$ cat src/rtl/rti_capture_sequencer.sv
// Timed RTI capture controller: waits for an absolute start timestamp, then packs
// gapless din samples into 32-bit words and pushes {timestamp, word} into the capture FIFO.
module rti_capture_sequencer #(
    parameter int unsigned N_IN             = 4,
    parameter int unsigned SAMPLES_PER_WORD = 32 / N_IN,
    parameter int unsigned CNT_W            = 64,
    parameter int unsigned LEN_W            = 32
) (
    input  logic                clkx8,
    input  logic                reset,
    input  logic                cmd_valid,
    output logic                cmd_ready,
    input  logic [CNT_W-1:0]    cmd_start_time,
    input  logic [LEN_W-1:0]    cmd_length,
    input  logic                abort,
    input  logic [CNT_W-1:0]    counter,
    input  logic [N_IN-1:0]     din,
    output logic                fifo_wr_en,
    output logic [CNT_W+31:0]   fifo_din,
    input  logic                fifo_full,
    output logic                busy,
    output logic                done,
    output logic                aborted,
    output logic [15:0]         overflow_cnt
);

    localparam int unsigned SPW    = SAMPLES_PER_WORD;
    localparam int unsigned WORD_W = 32;
    localparam int unsigned SR_W   = WORD_W - N_IN;
    localparam int unsigned SLOT_W = (SPW > 1) ? $clog2(SPW) : 1;

    typedef enum logic [1:0] {
        IDLE,
        ARMED,
        CAPTURE
    } state_t;

    state_t              state;
    state_t              state_d;
    logic [CNT_W-1:0]    start_time_q;
    logic [LEN_W-1:0]    rem_q;
    logic [SLOT_W-1:0]   slot_q;
    logic [SR_W-1:0]     word_sr;
    logic [CNT_W-1:0]    ts_q;

    logic accept;
    logic fire;
    logic take;
    logic word_end;
    logic last_word;
    logic stop_abort;

    // State register
    always_ff @(posedge clkx8) begin
        if (reset) begin
            state <= IDLE;
        end else begin
            state <= state_d;
        end
    end

    // Next state and per-cycle control strobes; abort outranks the start-time match
    always_comb begin
        state_d    = state;
        accept     = 1'b0;
        fire       = 1'b0;
        take       = 1'b0;
        word_end   = 1'b0;
        last_word  = 1'b0;
        stop_abort = 1'b0;
        case (state)
            IDLE: begin
                if (cmd_valid && cmd_ready) begin
                    accept  = 1'b1;
                    state_d = ARMED;
                end
            end
            ARMED: begin
                if (rem_q == '0) begin
                    state_d = IDLE;
                end else if (abort) begin
                    stop_abort = 1'b1;
                    state_d    = IDLE;
                end else if (counter >= start_time_q) begin
                    fire    = 1'b1;
                    state_d = CAPTURE;
                end
            end
            CAPTURE: begin
                // rem_q==0 here is the final-write cycle: abort no longer matters
                if (rem_q == '0) begin
                    state_d = IDLE;
                end else if (abort) begin
                    stop_abort = 1'b1;
                    state_d    = IDLE;
                end else begin
                    take = 1'b1;
                    if (slot_q == SLOT_W'(SPW - 1)) begin
                        word_end  = 1'b1;
                        last_word = (rem_q == LEN_W'(1));
                    end
                end
            end
            default: state_d = IDLE;
        endcase
    end

    // Datapath and registered outputs
    always_ff @(posedge clkx8) begin
        if (reset) begin
            cmd_ready    <= 1'b1;
            fifo_wr_en   <= 1'b0;
            fifo_din     <= '0;
            busy         <= 1'b0;
            done         <= 1'b0;
            aborted      <= 1'b0;
            overflow_cnt <= '0;
            start_time_q <= '0;
            rem_q        <= '0;
            slot_q       <= '0;
            word_sr      <= '0;
            ts_q         <= '0;
        end else begin
            cmd_ready  <= (state_d == IDLE);
            fifo_wr_en <= 1'b0;
            done       <= 1'b0;
            aborted    <= 1'b0;

            if (accept) begin
                start_time_q <= cmd_start_time;
                rem_q        <= cmd_length;
                slot_q       <= '0;
                if (cmd_length == '0) begin
                    done <= 1'b1;
                    busy <= 1'b0;
                end else begin
                    busy <= 1'b1;
                end
            end

            if (fire) begin
                word_sr <= SR_W'(din);
                ts_q    <= counter;
                slot_q  <= SLOT_W'(1);
            end

            if (take) begin
                // Shift toward the MSB so sample 0 ends up in the top nibble
                word_sr <= SR_W'({word_sr, din});
                slot_q  <= word_end ? '0 : slot_q + SLOT_W'(1);
                if (slot_q == '0) begin
                    ts_q <= counter;
                end
            end

            if (word_end) begin
                rem_q <= rem_q - LEN_W'(1);
                if (fifo_full) begin
                    if (overflow_cnt != 16'hFFFF) begin
                        overflow_cnt <= overflow_cnt + 16'd1;
                    end
                end else begin
                    fifo_wr_en <= 1'b1;
                    fifo_din   <= {ts_q, word_sr, din};
                end
                if (last_word) begin
                    done <= 1'b1;
                    busy <= 1'b0;
                end
            end

            if (stop_abort) begin
                done    <= 1'b1;
                aborted <= 1'b1;
                busy    <= 1'b0;
                rem_q   <= '0;
                slot_q  <= '0;
            end
        end
    end

endmodule

$ cat config.mk
export PLATFORM = sky130hd
export DESIGN_NAME = rti_capture_sequencer
export DESIGN_NICKNAME = d
export VERILOG_FILES = /design/src/rtl/rti_capture_sequencer.sv
export SDC_FILE = /design/constraint.sdc
export NUM_CORES = 1
export LEC_CHECK = 0
export ABC_AREA = 1
export CAP_MARGIN = 20
export CELL_PAD_IN_SITES_DETAIL_PLACEMENT = 1
export CELL_PAD_IN_SITES_GLOBAL_PLACEMENT = 1
export CORE_ASPECT_RATIO = 1.5
export CORE_UTILIZATION = 37
export CTS_CLUSTER_DIAMETER = 80
export DETAILED_ROUTE_END_ITERATION = 16
export HOLD_SLACK_MARGIN = 0.02
export PLACE_DENSITY = 0.77
export RECOVER_POWER = 50
export SLEW_MARGIN = 20
export SYNTH_ARGS = -nofsm -noshare
export SYNTH_HDL_FRONTEND = slang
export SYNTH_SLANG_ARGS = --single-unit
$ cat constraint.sdc
create_clock -name clkx8 -period 2.66 [get_ports clkx8]
set_input_delay 0.266 -clock clkx8 [delete_from_list [all_inputs] [get_ports clkx8]]
set_output_delay 0.266 -clock clkx8 [all_outputs]
set_load 0.05 [all_outputs]
==> reports/results.txt <==
outcome -> finished clean
ys async rst share -> 0%
Die X -> 163.8 um
ANT nets after route -> 0
FILL cells -> 4814
post-DR wirelength/cell -> 16.98 um
Cell Count, Final, Fillers Out -> 2859
crit-path cells -> inv_1 -> ha_1 -> nand4_1 -> nor3_1 -> and3_1 -> nand2_1 -> nand2_1 -> nand2_2 -> nand2_2 -> nand2_4 -> o21ai_4 -> clkbuf_16 -> clkbuf_16 -> nor2_1 -> nor2_1
Worst-Margin Slew -> 1.266 ns
cts bufs inserted -> 34
Vias -> 14.37k
mapped cell area -> 14530 um2
Worst-path clk slew -> 0.06 ns
I/O pins -> 286
Die Height -> 244.7 um
pwr/cell area -> 636.4 nW/um2
post-synthesis sequential area ratio -> 42.72%
clock tree buffer depth -> 3
synthesis-to-finish area growth -> 35.03%
Final setup violation count -> 0
Synth Flop Type -> dfxtp_1
Hold Path Class -> in -> reg
TritonCTS clock tree -> built
Peak VDD IR -> 582.3 uV
H-tree depth -> 2
share of cells above drive strength 1 -> 7.282%
largest area contributor in the netlist -> dfxtp_1
post-DP HPWL -> 33.90 mm
Total Wirelength -> 48.55 mm
most common cell in the synthesized netlist -> nand2_1
Rel. slew slack -> 15.62%
CP max FO -> 7
crit-path max cell delay -> 0.32 ns
nets -> 2580
Die Area -> 40080 um2
initial antenna violation count -> 3
post-synthesis cell type count -> 39
crit path DAT -> 3.03 ns
clock root cell -> clkbuf_16
routability cong. -> 0.8660
Synth area leaders -> dfxtp_1 (43%), nand2_1 (12%), a21oi_1 (9.0%)
Syn Area/Cell -> 7.135 um2
gr ovfl total -> 0
Initial DRT Pass Iterations -> 4
Fin Hold WS -> 0.05830 ns
Clock Sink Count -> 310
initial DRC count -> 579
Port Buf Inserts -> 285
All-Layer GR Usage -> 23.69%
Worst Setup Path Type -> reg -> reg
Max-cap violations -> 0
Tmin final -> 2.566 ns
vias per inst -> 5.027
num rows -> 88
Post-synth EDFFs -> 0
Static Leakage -> 8.409 nW
part of the cycle the worst path needs -> 96.48%
WP data required -> 3.12 ns
Post-Place Cells -> 2780
Layout Skew -> 0.02437 ns
post-route setup TNS -> 0 ns
worst skew pair latency -> 0.54 ns
Yosys warnings -> 0
Initial Utilization -> 37.70%
fmax -> 0.3897 GHz
number of global-route vias before repair -> 15.28k
Final Slew Violations -> 0
Final Util -> 50.90%
largest net degree at the start of global routing -> 83
crit end category -> flop
Syn Inst Count -> 2036
Largest delay share family, worst path -> simple AND/OR/NAND/NOR gates
Core Region -> 38540 um2
drt drc -> 0
most frequent cells after synthesis -> nand2_1 (461), dfxtp_1 (310), a21oi_1 (261)
Final Hold Vio Count -> 0
crit path launch type -> flop
Net Count, Synth -> 2280
crit path max-delay cell type -> ha_1
cts hold-fix bufs -> 0
global-route wire length before repair -> 76.07 mm
top cell type's share of synthesized area -> 42.72%
Synth Register Bits -> 310
crit path buf inv count -> 3
-- cell usage in the layout (no fill, tap or decap), types with 3 or more instances in the layout --
| cell | instances |
|---|---|
| a21oi_1 | 260 |
| buf_12 | 10 |
| buf_4 | 62 |
| buf_6 | 4 |
| clkbuf_1 | 11 |
| clkbuf_16 | 43 |
| clkbuf_2 | 3 |
| clkbuf_8 | 4 |
| clkdlybuf4s50_1 | 167 |
| clkinv_2 | 9 |
| dfxtp_1 | 309 |
| dlygate4sd3_1 | 117 |
| ha_1 | 74 |
| inv_1 | 222 |
| nand2_1 | 456 |
| nand2_2 | 4 |
| nand2_4 | 4 |
| nand3_1 | 151 |
| nand4_1 | 20 |
| nor2_1 | 202 |
| nor2_2 | 6 |
| nor3_1 | 21 |
| nor4_1 | 9 |
| o21ai_0 | 122 |
| xnor2_1 | 12 |
| xor2_1 | 22 |
-- cell type report --
cell class / instances / area, um2 / share of cell area [%]
clock buffer: 49 / 947.2 / 4.828
inverter: 230 / 872.1 / 4.446
tap: 495 / 619.3 / 3.157
timing repair inverter: 1 / 7.507 / 0.03827
multi-input combinational: 1384 / 6979 / 35.58
clock inverter: 13 / 137.6 / 0.7016
sequential: 310 / 6207 / 31.64
antenna: 2 / 5.005 / 0.02551
timing repair buffer: 375 / 3841 / 19.58
-- state kept, by name (all words and copies together) (netlist names), 2 cells and up --
register / flops
fifo_din: 96
overflow_cnt: 16
rem_q: 32
slot_q: 3
start_time_q: 64
state: 2
ts_q: 64
word_sr: 28
-- power breakdown --
part / switching, mW / internal [mW]
registers: 0.170 / 4.97
clock network: 2.00 / 2.70
logic: 1.55 / 1.10
total: 3.72 / 8.77
-- routing by layer --
metal / wire length (um) / GRT usage [%] / vias up
li1: - / - / 7144
met1: 18770 / 24.94 / 6814
met2: 25420 / 44.52 / 284
met3: 1668 / 3.447 / 127
met4: 2675 / 12.69 / 2
met5: 11 / 0 / -
-- repair_timing --
action / 4_1_cts / 5_1_grt
pin swaps: 0 / 7
gates resized for setup: 4 / 21
setup buffers: 0 / 2
endpoints found under the setup margin: 86 / 98
cloned: 1 / 12
-- cells by family (layout without fill, tap and decap cells) --
logic type | Yosys count | in the layout | share of synthesized area, %
DFF | 310 | 310 | 42.72
xor gates and xnor gates | 34 | 34 | 2.050
AOI/OAI and AO/OA | 395 | 395 | 13.81
adders and majority gates | 75 | 75 | 6.459
buffers and inverters | 342 | 668 | 9.758
other | 0 | 2 | 0
and+or+nand+nor | 880 | 880 | 25.20
-- final timing paths --
check | startpoint | end | slack (ns) | cells after the start
max | start_time_q[31] | ts_q[11] | 0.09 | 15
min | reset | fifo_din[9] | 0.06 | 2
max reg2reg | start_time_q[31] | ts_q[11] | 0.09 | 15
min reg2reg | busy | busy | 0.45 | 2
-- metrics by stage --
step	worst slack, ns	total power, mW	area [um2]
CTS	0.01100	12.48	19270
detailed placement	-0.6165	7.727	18150
global route	-0.01884	13.13	19620
floorplan	0.5051	6.779	14530
global placement	-0.5582	7.605	18150
finish	0.09372	12.48	19620
Note: power is estimated with default switching activity, not from simulation.
